**config.mk**
```make
export PLATFORM = sky130hd
export DESIGN_NAME = fetch_unit
export DESIGN_NICKNAME = d
export VERILOG_FILES = /design/src/rtl/fetch_unit.sv
export SDC_FILE = /design/constraint.sdc
export NUM_CORES = 1
export LEC_CHECK = 0
export BUFFER_PORTS_ARGS = -buffer_cell sky130_fd_sc_hd__clkbuf_2
export CAP_MARGIN = 20
export CORE_MARGIN = 2
export CORE_UTILIZATION = 33
export DETAILED_ROUTE_END_ITERATION = 6
export PLACE_DENSITY_LB_ADDON = 0.2
export SLEW_MARGIN = 15
export SYNTH_ARGS = -nofsm -noshare
export SYNTH_HDL_FRONTEND = slang
export SYNTH_SLANG_ARGS = --single-unit
```
**constraint.sdc**
```tcl
create_clock -name clk_i -period 11.45 [get_ports clk_i]
set_input_delay 1.7175 -clock clk_i [delete_from_list [all_inputs] [get_ports clk_i]]
set_output_delay 1.7175 -clock clk_i [all_outputs]
set_load 0.05 [all_outputs]
```
**src/rtl/fetch_unit.sv**
```systemverilog
`default_nettype none
// +----------------------------------------------------------------------------+
// | Module   : fetch_unit                                                      |
// | Purpose  : Instruction fetch front end. Generates sequential PCs, issues   |
// |            requests to instruction memory and keeps the returned words in  |
// |            a small in-order queue for decode. A redirect retargets fetch,  |
// |            flushes the queue and discards stale in-flight responses.       |
// | Ports    : clk_i, reset_i (async, active-high)                             |
// |            imem_req_o/imem_addr_o/imem_gnt_i   - request channel           |
// |            imem_rvalid_i/imem_rdata_i          - in-order response channel |
// |            redirect_i/redirect_pc_i            - fetch retarget            |
// |            pc_o/inst_valid_o/inst_o/inst_ready_i - decode handshake        |
// | Revision : 1.0 - initial release                                           |
// +----------------------------------------------------------------------------+
module fetch_unit #(
  parameter logic [31:0] RESET_PC = 32'h0000_0000,
  parameter int          DEPTH    = 4
) (
  input  logic        clk_i,
  input  logic        reset_i,
  output logic        imem_req_o,
  output logic [31:0] imem_addr_o,
  input  logic        imem_gnt_i,
  input  logic        imem_rvalid_i,
  input  logic [31:0] imem_rdata_i,
  input  logic        redirect_i,
  input  logic [31:0] redirect_pc_i,
  input  logic        inst_ready_i,
  output logic [31:0] pc_o,
  output logic        inst_valid_o,
  output logic [31:0] inst_o
);

  localparam int AW = $clog2(DEPTH);
  localparam int PW = AW + 1;  // index bits plus a wrap bit
  localparam logic [PW-1:0] C_DEPTH = PW'(DEPTH);
  localparam logic [PW-1:0] C_ONE   = PW'(1);

  // Queue pointers, stale-response counter and fetch PC
  logic [PW-1:0] tail_q, tail_d;
  logic [PW-1:0] fill_q, fill_d;
  logic [PW-1:0] head_q, head_d;
  logic [PW-1:0] drop_cnt_q, drop_cnt_d;
  logic [31:0]   fpc_q, fpc_d;

  // Queue storage
  logic [31:0]      pc_q   [DEPTH];
  logic [31:0]      inst_q [DEPTH];
  logic [DEPTH-1:0] filled_q;

  logic [PW-1:0] count_w;
  logic [PW-1:0] outs_w;
  logic [AW-1:0] head_idx_w;
  logic          req_w;
  logic          gnt_w;
  logic          rsp_w;
  logic          drop_w;
  logic          wr_w;
  logic          valid_w;
  logic          pop_w;

  // Drop counter plus allocated-but-unfilled entries never exceeds DEPTH,
  // so both sums fit in the pointer width.
  assign count_w    = tail_q - head_q;
  assign outs_w     = drop_cnt_q + (tail_q - fill_q);
  assign head_idx_w = head_q[AW-1:0];

  // Reset gates the request combinationally so it is low while reset is held.
  assign req_w   = !reset_i && !redirect_i && (count_w < C_DEPTH) && (outs_w < C_DEPTH);
  assign gnt_w   = req_w && imem_gnt_i;
  // A response with nothing outstanding is a protocol violation and ignored.
  assign rsp_w   = imem_rvalid_i && (outs_w != '0) && !redirect_i;
  assign drop_w  = rsp_w && (drop_cnt_q != '0);
  assign wr_w    = rsp_w && (drop_cnt_q == '0);
  assign valid_w = (count_w != '0) && filled_q[head_idx_w];
  assign pop_w   = valid_w && inst_ready_i && !redirect_i;

  always_comb begin
    tail_d     = tail_q;
    fill_d     = fill_q;
    head_d     = head_q;
    drop_cnt_d = drop_cnt_q;
    fpc_d      = fpc_q;
    if (redirect_i) begin
      tail_d = '0;
      fill_d = '0;
      head_d = '0;
      fpc_d  = redirect_pc_i;
      // Everything outstanding becomes stale; a response landing this very
      // cycle is already consumed, so it is not counted again.
      if (outs_w == '0) begin
        drop_cnt_d = '0;
      end else begin
        drop_cnt_d = outs_w - PW'(imem_rvalid_i);
      end
    end else begin
      if (gnt_w) begin
        tail_d = tail_q + C_ONE;
        fpc_d  = fpc_q + 32'd4;
      end
      if (drop_w) begin
        drop_cnt_d = drop_cnt_q - C_ONE;
      end
      if (wr_w) begin
        fill_d = fill_q + C_ONE;
      end
      if (pop_w) begin
        head_d = head_q + C_ONE;
      end
    end
  end

  always_ff @(posedge clk_i or posedge reset_i) begin
    if (reset_i) begin
      tail_q     <= '0;
      fill_q     <= '0;
      head_q     <= '0;
      drop_cnt_q <= '0;
      fpc_q      <= RESET_PC;
    end else begin
      tail_q     <= tail_d;
      fill_q     <= fill_d;
      head_q     <= head_d;
      drop_cnt_q <= drop_cnt_d;
      fpc_q      <= fpc_d;
    end
  end

  // Allocation and fill never target the same slot in one cycle: that would
  // require DEPTH requests in flight, which already blocks the request.
  always_ff @(posedge clk_i or posedge reset_i) begin
    if (reset_i) begin
      for (int i = 0; i < DEPTH; i++) begin
        pc_q[i]     <= '0;
        inst_q[i]   <= '0;
        filled_q[i] <= 1'b0;
      end
    end else begin
      for (int i = 0; i < DEPTH; i++) begin
        if (gnt_w && (tail_q[AW-1:0] == AW'(i))) begin
          pc_q[i]     <= fpc_q;
          filled_q[i] <= 1'b0;
        end
        if (wr_w && (fill_q[AW-1:0] == AW'(i))) begin
          inst_q[i]   <= imem_rdata_i;
          filled_q[i] <= 1'b1;
        end
      end
    end
  end

  assign imem_req_o   = req_w;
  assign imem_addr_o  = fpc_q;
  assign inst_valid_o = valid_w;
  assign pc_o         = pc_q[head_idx_w];
  assign inst_o       = inst_q[head_idx_w];

endmodule
`default_nettype wire

```
Word level (Yosys, flattened, before mapping)

Cells that the tools add are included.
W data, S select, Z words.

Register bits after elaboration: 304
Input bits: 70
Logic and storage cells: 100

$add $sub $neg: 9
Order comparisons: 4
Equal/unequal tests: 6
Mux-type cells: 27
Bitwise gates (word level): 1
Reduce and logical (&&, ||, !) cells: 36

Operators by type and width:

| kind                    | count |
|---|---|
| $mux W32                | 6 |
| $bmux W32 S2            | 2 |
| $add A32 B3 Y32 const B | 1 |
| $mux W3                 | 9 |
| $logic_and A1 B1 Y1     | 19 |
| $reduce_bool A2 Y1      | 8 |
| $add A3 B1 Y3 const B   | 3 |
| $mux W1                 | 9 |
| $reduce_bool A3 Y1      | 3 |
| $eq A2 B2 Y1 const B    | 4 |
| $logic_not A3 Y1        | 2 |
| $lt A3 B3 Y1 const B    | 2 |
| $sub A3 B3 Y3           | 2 |
| $eq A2 B1 Y1 const B    | 2 |
| $logic_not A2 Y1        | 2 |
| $add A3 B3 Y3           | 1 |
| $ge A3 B3 Y1 const B    | 1 |
| $lt A2 B3 Y1 const B    | 1 |
| $not A2 Y3              | 1 |
| $sub A3 B1 Y3           | 1 |
| $sub A3 B1 Y3 const B   | 1 |
| $bmux W1 S2             | 1 |
| $logic_not A1 Y1        | 2 |

Longest topological paths before layout

Gate-level depths: netlist (run 1).

Depth after elaboration: 8
Mapped depth: 13

Worst setup path after synthesis (run 1)

No wires, ideal clock.

Path type: input -> output
From: in redirect_i
To: out imem_req_o
Data arrival time: 2.839 ns
Data required time: 9.733 ns
Path slack: 6.893 ns
Stages on the path: 3
Buffers on the path: 1
Path through: clkbuf_1 > nor3_1 > and2_1

Cells in the longest elaborated chain, start to end: 4

Ends and longest elaborated chain:

| item                             | RTL line | RTL |
|---|---|---|
| start, declared                  | 26       | `input logic redirect_i,` |
| $logic_not A1 Y1                 | 69       | `assign req_w = !reset_i && !redirect_i && (count_w < C_DEPTH) && (outs_w < C_DEPTH);` |
| $logic_and A1 B1 Y1 (3 in a row) | 69       |  |
| end, declared                    | 21       | `output logic imem_req_o,` |

Every way passes these cells.

Final worst setup path (run 1)

From: reg tail_q[1]
To: out imem_req_o

Cells in the longest elaborated chain, start to end: 4
Elaborated cells between the ends (all ways): 7
Those cells by class: add/sub (3); order compare (2); reduce/logical (2)

Ends and longest elaborated chain:

| item                                                | RTL line | RTL |
|---|---|---|
| start, declared                                     | 40       | `logic [PW-1:0] tail_q, tail_d;` |
| start signal, assigned                              | 121      | `tail_q <= tail_d;` |
| $sub A3 B3 Y3, on equally long branches             | 65, 64   |  |
| $add A3 B3 Y3 or $lt A3 B3 Y1 (tied branches)       | 65, 69   |  |
| $lt A3 B3 Y1 or $logic_and A1 B1 Y1 (tied branches) | 69       |  |
| $logic_and A1 B1 Y1 *                               | 69       |  |

Mark *: on every way between the ends. The rest lies on a longest branch, timed or not.

==> results.json, run 1 <==
{
  "yosys.area_share.simple": 0.05488,
  "rows": 75,
  "yosysUniqueCellTypes": 50,
  "port_buffers": 167,
  "rsz0062_at_grt": "false",
  "max_freq_mhz": 193.7,
  "timing.rr.start": "tail_q[1]",
  "ff2ff_path_depth": 9,
  "slew_viol_final": 0,
  "synth_largest_area_cell": "dfrtp_1",
  "grt_pass1_vias": 9347,
  "synthTopCellsByArea": "dfrtp_1, mux2_2, mux4_2",
  "vias": 8595,
  "yosysMostFrequentCell": "dfrtp_1",
  "grt_max_degree": 185,
  "start_util": 0.3351,
  "start_kind": "flip-flop",
  "worst_skew_pair.late_latency_ns": 0.56,
  "fin_worst_skew_ns": 0.03743,
  "clock_path_buffers": 3,
  "max_cap_viol_count": 0,
  "hold_path_class": "reg2reg",
  "die_h_um": 210.6,
  "dr.pass1.iters": 6,
  "synth_compound_area_frac": 0.03233,
  "worstPathRequired_ns": 9.73,
  "critPathCaptureType": "output port",
  "drt-total-wl_um": 34780,
  "fin_setup_tns_ns": 0,
  "finalCriticalPeriod_ns": 5.162,
  "cts_tree": "yes",
  "p_leak_uw": 0.007804,
  "syn_nets": 1044,
  "drt_first_iter_violations": 458,
  "postPlaceCellArea_sq_um": 15420,
  "max_stage_delay_ns": 0.66,
  "path_clk_slew_ns": 0.06,
  "synth-edff-count": 0,
  "crit_top_cell": "fa_1",
  "cts_setup_buffers": 0,
  "cp_max_fo": 8,
  "synth_xor_area_frac": 0.01625,
  "diodes": 0,
  "dp_hpwl_um": 22040,
  "antenna_found_initial": 1,
  "synth_top_area_frac": 0.5400,
  "syn-cell-area_sq_um": 14090,
  "ctsResizeCount": 0,
  "crit_start": "tail_q[1]",
  "hold_viol_final": 0,
  "async_flop_share": 1.000,
  "clock_sinks": 304,
  "core_sq_um": 42040,
  "path_cells": "inv_1 -> fa_1 -> fa_1 -> xor2_1 -> xnor2_1 -> and2_1 -> clkbuf_2",
  "io_pins": 168,
  "synthMuxAreaShare": 0.3114,
  "gp_congestion": 0.7508,
  "finalSetupViolCount": 0,
  "critPathArrivalTime_ns": 3.44,
  "synth_seq_area_share": 0.5400,
  "hold_buffers": 0,
  "nNetsFinal": 1198,
  "cts_inserted_buffers": 37,
  "wl_per_cell_um": 20.79,
  "cp.depth": 7,
  "die_w_um": 210.6,
  "final_cell_area_sq_um": 16660,
  "status": "finished, final reports clean",
  "ir_drop_v": 0.0001493,
  "drive_gt1_frac": 0.5000,
  "synthAdderAreaFrac": 0.01936,
  "drc": 0,
  "synth-seq-cells": 304,
  "cp_slowest_cell": "xnor2_1",
  "via_per_inst": 5.137,
  "h-tree-depth": 2,
  "synthCells": 954,
  "design.die.area_sq_um": 44360,
  "max_slew_margin": 0.2173,
  "hp-start": "pc_q[13]",
  "area_delta_synth_final_pct": 18.29,
  "grt_pass1_wl_um": 55370,
  "cpLargestDelayFamily": "adder cells",
  "fin_crit_sh": 0.4508,
  "path_class": "reg2out",
  "tightestPinTransition_ns": 1.174,
  "powerDensity_nw_per_um2": 241.1,
  "grt_usage": 0.1619,
  "hold_depth": 2,
  "ys_warn_count": 0,
  "critPathBufInv": 2,
  "synthFlopType": "dfrtp_1",
  "ant_nets": 0,
  "syn_avg_cell_area_sq_um": 14.77,
  "grt_remaining_overflow": 0,
  "root_buffer": "clkbuf_16",
  "synth_top_family_by_area": "multiplexers",
  "netlist_top_cells_count": "dfrtp_1, mux2_2, mux4_2"
}
worst min-delay path: stages, from the launching register on:
cell and delay (ns):
dfrtp_1 0.33, nand2_1 0.05, o21ai_0 0.06
cell type report:
cell class	instances	area (sq um)
clock buffers	55	1074
inverters	17	71.32
flip-flops and latches	304	7615
clock inverters	10	160.2
fillers	4034	25380
repair buffers	179	943.4
multi-input cells	569	6127
well taps	539	674.4
kinds of logic after synthesis:
family / Yosys count
multiplexers: 325
flip-flops: 304
AND/OR/NAND/NOR: 138
buffers and inverters: 81
AO/OA/AOI/OAI: 64
XOR/XNOR: 22
adder cells (fa/ha/maj): 20
sequential cells by signal (all words and copies together), names as in the netlist:
name	count
pc_q	128
tail_q	3
imem_addr_o	32
inst_q	128
filled_q	4
drop_cnt_q	3
head_q	3
fill_q	3
layout by cell type, fill, tap and decap left out, types with 12 or more instances in the layout:
| cell type | netlist | final |
|---|---|---|
| nand4_1 | 13 | 13 |
| inv_1 | 17 | 16 |
| nand3_1 | 20 | 20 |
| clkbuf_2 | 0 | 167 |
| mux4_2 | 65 | 65 |
| o21ai_0 | 17 | 17 |
| nor2_1 | 13 | 12 |
| ha_1 | 17 | 17 |
| nand2_1 | 41 | 38 |
| mux2_2 | 251 | 251 |
| clkbuf_16 | 0 | 37 |
| dfrtp_1 | 304 | 302 |
final timing paths:
kind / end / slack, ns
worst max-delay path: imem_req_o / 6.29
worst min-delay path: pc_q[13] / 0.48
worst max register to register: inst_q[104] / 6.80
max in group asynchronous: head_q[1] / 8.45
worst min register to register: pc_q[13] / 0.48
min in group asynchronous: imem_addr_o[9] / 1.31
metal layers:
layer | wire, um | GRT usage
met1 | 15700 | 0.2171
met2 | 16210 | 0.2547
met3 | 1832 | 0.03895
met4 | 1027 | 0.06192
met5 | 13 | 0
report_power, final:
group / internal [uW] / switching [uW]
combinational: 497 / 894
clock: 701 / 472
sequential: 1300 / 157
per-stage QoR:
stage / hold slack [ns] / cells / util / setup slack [ns] / total power (uW)
final: 0.4759 / 1673 / 0.3964 / 6.288 / 4018
after detailed placement: 0.4683 / 1607 / 0.3669 / 5.989 / 2885
after floorplan: 0.4440 / 954 / - / 1.330 / 2542
after CTS: 0.4815 / 1672 / 0.3962 / 6.217 / 4086
after global routing: 0.4942 / 1673 / 0.3964 / 6.107 / 4239
after global placement: 0.4625 / 1606 / 0.3665 / 6.084 / 2863
Power figures use the tool's default switching activity.
==> run 2: changes to the inputs <==
==> constraint.sdc (replaced) <==
create_clock -name clk_i -period 5.15 [get_ports clk_i]
set_input_delay 0.7725 -clock clk_i [delete_from_list [all_inputs] [get_ports clk_i]]
set_output_delay 0.7725 -clock clk_i [all_outputs]
set_load 0.05 [all_outputs]
==> results.json, run 2 (synthesized netlist as in run 1, its figures left out) <==
{
  "via_per_inst": 5.115,
  "top_layer_used": "met5",
  "final_cell_mix": "dfrtp_1, mux2_2, clkbuf_2",
  "drive_gt1_frac": 0.5057,
  "switching_share": 0.3684,
  "dr.pass1.iters": 6,
  "nNetsFinal": 1205,
  "hold_path_class": "in2reg",
  "max_freq_mhz": 242.4,
  "tightestPinTransition_ns": 1.056,
  "power.share.clock": 0.305,
  "dp_cells": 1615,
  "fin_setup_tns_ns": 0,
  "ir_drop_v": 0.0003063,
  "ant_nets": 0,
  "crit_top_cell": "fa_1",
  "critPathCaptureType": "output port",
  "path_class": "reg2out",
  "cts_inserted_buffers": 37,
  "start_kind": "flip-flop",
  "vias": 8613,
  "timing.rr.start": "tail_q[1]",
  "clock_sinks": 304,
  "core_sq_um": 42040,
  "cts_tree": "yes",
  "crit_start": "tail_q[1]",
  "ctsResizeCount": 0,
  "p_leak_uw": 0.007895,
  "hold_buffers": 0,
  "area_delta_synth_final_pct": 19.45,
  "final_common_cell": "dfrtp_1",
  "antenna_found_initial": 3,
  "hp-start": "redirect_pc_i[13]",
  "fin_crit_sh": 0.8011,
  "die_h_um": 210.6,
  "fill_cells": 3991,
  "place_ws_ns": 1.033,
  "path_cells": "inv_1 -> fa_1 -> fa_1 -> xor2_1 -> xnor2_1 -> and2_1 -> clkbuf_2",
  "max_cap_viol_count": 0,
  "die_w_um": 210.6,
  "rsz0062_at_grt": "false",
  "max_slew_margin": 0.2958,
  "p_comb_frac": 0.343,
  "grt_pass1_wl_um": 54650,
  "path_clk_slew_ns": 0.06,
  "drt-met1-wl_um": 15830,
  "start_util": 0.3351,
  "cts_setup_buffers": 0,
  "critPathArrivalTime_ns": 3.35,
  "clock_path_buffers": 3,
  "root_buffer": "clkbuf_16",
  "cp_max_fo": 8,
  "io_pins": 168,
  "critPathBufInv": 2,
  "worstPathRequired_ns": 4.38,
  "status": "finished, final reports clean",
  "port_buffers": 167,
  "drc": 0,
  "hold_viol_final": 0,
  "drt_first_iter_violations": 423,
  "max_stage_delay_ns": 0.56,
  "cpLargestDelayFamily": "adder cells",
  "worst_skew_pair.late_latency_ns": 0.55,
  "fin_util": 0.4003,
  "design.die.area_sq_um": 44360,
  "met2_length_um": 16340,
  "grt_pass1_vias": 9120,
  "rows": 75,
  "powerDensity_nw_per_um2": 540.6,
  "switchingPower_uw": 3351,
  "cp_slowest_cell": "xnor2_1",
  "wl_met3_um": 1796,
  "gp_congestion": 0.7365,
  "finalSetupViolCount": 0,
  "wl_per_cell_um": 20.56,
  "fin_total_pwr_uw": 9097,
  "fin_cells": 1684,
  "slew_viol_final": 0,
  "dp_hpwl_um": 22230,
  "grt_usage": 0.1603,
  "grt_max_degree": 176,
  "h-tree-depth": 2,
  "drt-total-wl_um": 34630,
  "finalCriticalPeriod_ns": 4.126,
  "p_int_uw": 5746,
  "setup_ws_ns": 1.024,
  "grt_remaining_overflow": 0,
  "fin_worst_skew_ns": 0.02459,
  "power.share.sequential": 0.352
}
[run 2: cell types whose count changed in the layout (fill, tap and decap cells not counted), sizes merged]
cell | previous run | this run
clkbuf | 222 | 219
diode | 0 | 2
bufinv | 2 | 6
clkinvlp | 1 | 2
buf | 12 | 19
[run 2: power by group through the flow]
stage	Clock, uW	Combinational, uW	Sequential [uW]
after floorplan	0	2410	3240
after global placement	0	3130	3230
after detailed placement	0	3160	3250
after CTS	2870	3180	3210
after global routing	2960	3330	3270
final	2780	3120	3200
[run 2: tightest hold or removal path: cells and delay by family]
family          cells  cell delay (ns)
simple gates        1             0.04
buf+inv             1             0.08
compound gates      1             0.05
[run 2: path summary, 6_finish.rpt]
check / slack (ns) / cells after the start / to
hold / removal: 0.45 / 3 / imem_addr_o[13]
setup reg to reg: 1.07 / 9 / inst_q[36]
hold reg to reg: 0.48 / 1 / filled_q[3]
max in group asynchronous: 3.85 / 3 / inst_q[109]
min in group asynchronous: 0.46 / 3 / drop_cnt_q[1]
setup / recovery: 1.02 / 7 / imem_req_o
[run 2: metrics by stage]
stage / cell area, sq um / hold WS [ns]
after global placement: 15520 / 0.4595
after floorplan: 14090 / 0.4440
after global routing: 16830 / 0.4512
final: 16830 / 0.4465
after detailed placement: 15520 / 0.4644
after CTS: 16820 / 0.4218
[run 2: per-layer routing]
layer,global-route usage,vias to the layer above
li1,-,3881
met1,0.2235,4510
met2,0.2493,173
met3,0.03895,47
met4,0.04565,2
met5,0,-
[run 2: cell type report]
type                            instances  area (sq um)  area share
Inverter                               17         67.56    0.004015
Clock buffer                           52          1062     0.06312
Multi-Input combinational cell        569          6125      0.3639
Antenna cell                            2         5.005   0.0002974
Tap cell                              539         674.4     0.04007
Timing Repair Buffer                  186          1041     0.06186
Clock inverter                         15         239.0     0.01420
Sequential cell                       304          7615      0.4525
==> run 3: changes to the inputs <==
==> constraint.sdc (replaced) <==
create_clock -name clk_i -period 3.57 [get_ports clk_i]
set_input_delay 0.5355 -clock clk_i [delete_from_list [all_inputs] [get_ports clk_i]]
set_output_delay 0.5355 -clock clk_i [all_outputs]
set_load 0.05 [all_outputs]
==> results.json, run 3 (synthesized netlist as in run 1, its figures left out) <==
{
  "status": "finished, final reports clean",
  "port_buffers": 167,
  "ant_nets": 0,
  "fin_worst_skew_ns": 0.01938,
  "root_buffer": "clkbuf_16",
  "power.share.sequential": 0.352,
  "final_cell_area_sq_um": 17010,
  "cts_inserted_buffers": 37,
  "grt_pass1_vias": 8978,
  "p_comb_frac": 0.356,
  "powerDensity_nw_per_um2": 771.8,
  "area_delta_synth_final_pct": 20.76,
  "worstPathRequired_ns": 3.98,
  "power.share.clock": 0.292,
  "die_w_um": 210.6,
  "design.die.area_sq_um": 44360,
  "nNetsFinal": 1221,
  "fill_cells": 3957,
  "dp_hpwl_um": 21920,
  "cpLargestDelayFamily": "adder cells",
  "gp_congestion": 0.7400,
  "core_sq_um": 42040,
  "postPlaceCellArea_sq_um": 15700,
  "max_freq_mhz": 292.8,
  "cp_slowest_cell": "fa_1",
  "switchingPower_uw": 4855,
  "cp.depth": 11,
  "final_cell_mix": "dfrtp_1, mux2_2, clkbuf_2",
  "drc": 0,
  "via_per_inst": 5.118,
  "clock_path_buffers": 3,
  "worst_skew_pair.late_latency_ns": 0.54,
  "use_met1": 0.2255,
  "max_stage_delay_ns": 0.50,
  "path_class": "reg2reg",
  "dr.pass1.iters": 4,
  "grt_usage": 0.1612,
  "start_util": 0.3351,
  "hold_viol_final": 0,
  "p_int_uw": 8275,
  "fin_total_pwr_uw": 13130,
  "grt_max_degree": 126,
  "hold_path_class": "in2async",
  "antenna_found_initial": 2,
  "met3_usage": 0.03702,
  "critPathCaptureType": "flip-flop",
  "die_h_um": 210.6,
  "ff2ff_path_depth": 11,
  "final_common_cell": "dfrtp_1",
  "ff2ff_setup_slack_ns": 0.16,
  "wl_per_cell_um": 20.70,
  "finalSetupViolCount": 0,
  "h-tree-depth": 2,
  "drt-total-wl_um": 35170,
  "reg2reg_to": "inst_q[58]",
  "finalCriticalPeriod_ns": 3.415,
  "fin_util": 0.4047,
  "holdWs_ns": 0.1810,
  "critPathBufInv": 4,
  "p_leak_uw": 0.007973,
  "drt_first_iter_violations": 413,
  "switching_share": 0.3698,
  "hold_buffers": 0,
  "vias": 8695,
  "critPathArrivalTime_ns": 3.83,
  "fin_crit_sh": 0.9565,
  "tightestPinTransition_ns": 0.8231,
  "path_cells": "inv_1 -> fa_1 -> fa_1 -> xor2_2 -> buf_4 -> xor2_2 -> o2111ai_4 -> nor3b_4 -> buf_4 -> clkbuf_16 -> mux2_2",
  "grt_use_met2": 0.2533,
  "timing.rr.start": "tail_q[1]",
  "drive_gt1_frac": 0.5091,
  "rsz0062_at_grt": "false",
  "clock_sinks": 304,
  "cp_max_fo": 16,
  "path_clk_slew_ns": 0.06,
  "max_slew_margin": 0.4471,
  "max_cap_viol_count": 0,
  "cts_tree": "yes",
  "slew_viol_final": 0,
  "rows": 75,
  "grt_pass1_wl_um": 54660,
  "io_pins": 168,
  "grt-busiest-layer": "met2",
  "grt_remaining_overflow": 0,
  "ir_drop_v": 0.0005226,
  "start_kind": "flip-flop"
}
==> run 3: power by group through the flow <==
stage          clock [uW]  combinational [uW]  sequential, uW
3_5_place_dp            0                4680            4670
3_3_place_gp            0                4640            4650
5_1_grt              4130                4990            4720
6_report             3840                4670            4620
4_1_cts              3980                4710            4620
2_1_floorplan           0                3480            4670
==> run 3: how the worst max path moves through the flow <==
stage | to | from | slack [ns]
CTS | imem_req_o | tail_q[1] | 0.01
global route | imem_req_o | tail_q[1] | 0.003
global placement | inst_q[14] | tail_q[1] | 0.28
detailed placement | inst_q[16] | tail_q[1] | 0.23
finish | inst_q[58] | tail_q[1] | 0.16
floorplan | drop_cnt_q[0] | reset_i | -1.01
==> run 3: stage by stage <==
step                setup slack [ns]  instances  TNS, ns
floorplan                     -1.009        954  -306.59
global placement              0.2759       1627        0
detailed placement            0.2317       1627        0
CTS                          0.01048       1694        0
global route                0.002562       1698        0
finish                        0.1552       1699        0
==> run 3: cell type report <==
cell class	count	area, sq um	share of cell area
well taps	539	674.4	0.03964
flip-flops and latches	304	7615	0.4476
clock buffers	56	1080	0.06347
diodes	1	2.502	0.0001471
repair buffers	202	1272	0.07480
inverters	17	67.56	0.003971
multi-input cells	569	6140	0.3609
clock inverters	11	161.4	0.009487
==> run 3: timing repair <==
| item | in CTS | in global routing |
|---|---|---|
| pin swaps | 0 | 4 |
| endpoints found under the setup margin | 1 | 1 |
| cloned | 0 | 1 |
| buffers inserted | 0 | 3 |
| resized for setup | 2 | 3 |
==> run 3: metal layers <==
metal | vias to the layer above | routed length, um
met2 | 163 | 16690
met5 | - | 0
met1 | 4584 | 16240
met4 | 0 | 650
met3 | 40 | 1595
li1 | 3908 | -
==> run 3: worst reg2reg max path, cell delays in order, from the launching register on <==
cell and delay (ns):
dfrtp_1 0.37, inv_1 0.09, fa_1 0.50, fa_1 0.48
xor2_2 0.24, buf_4 0.16, xor2_2 0.23, o2111ai_4 0.26
nor3b_4 0.26, buf_4 0.16, clkbuf_16 0.20, mux2_2 0.36
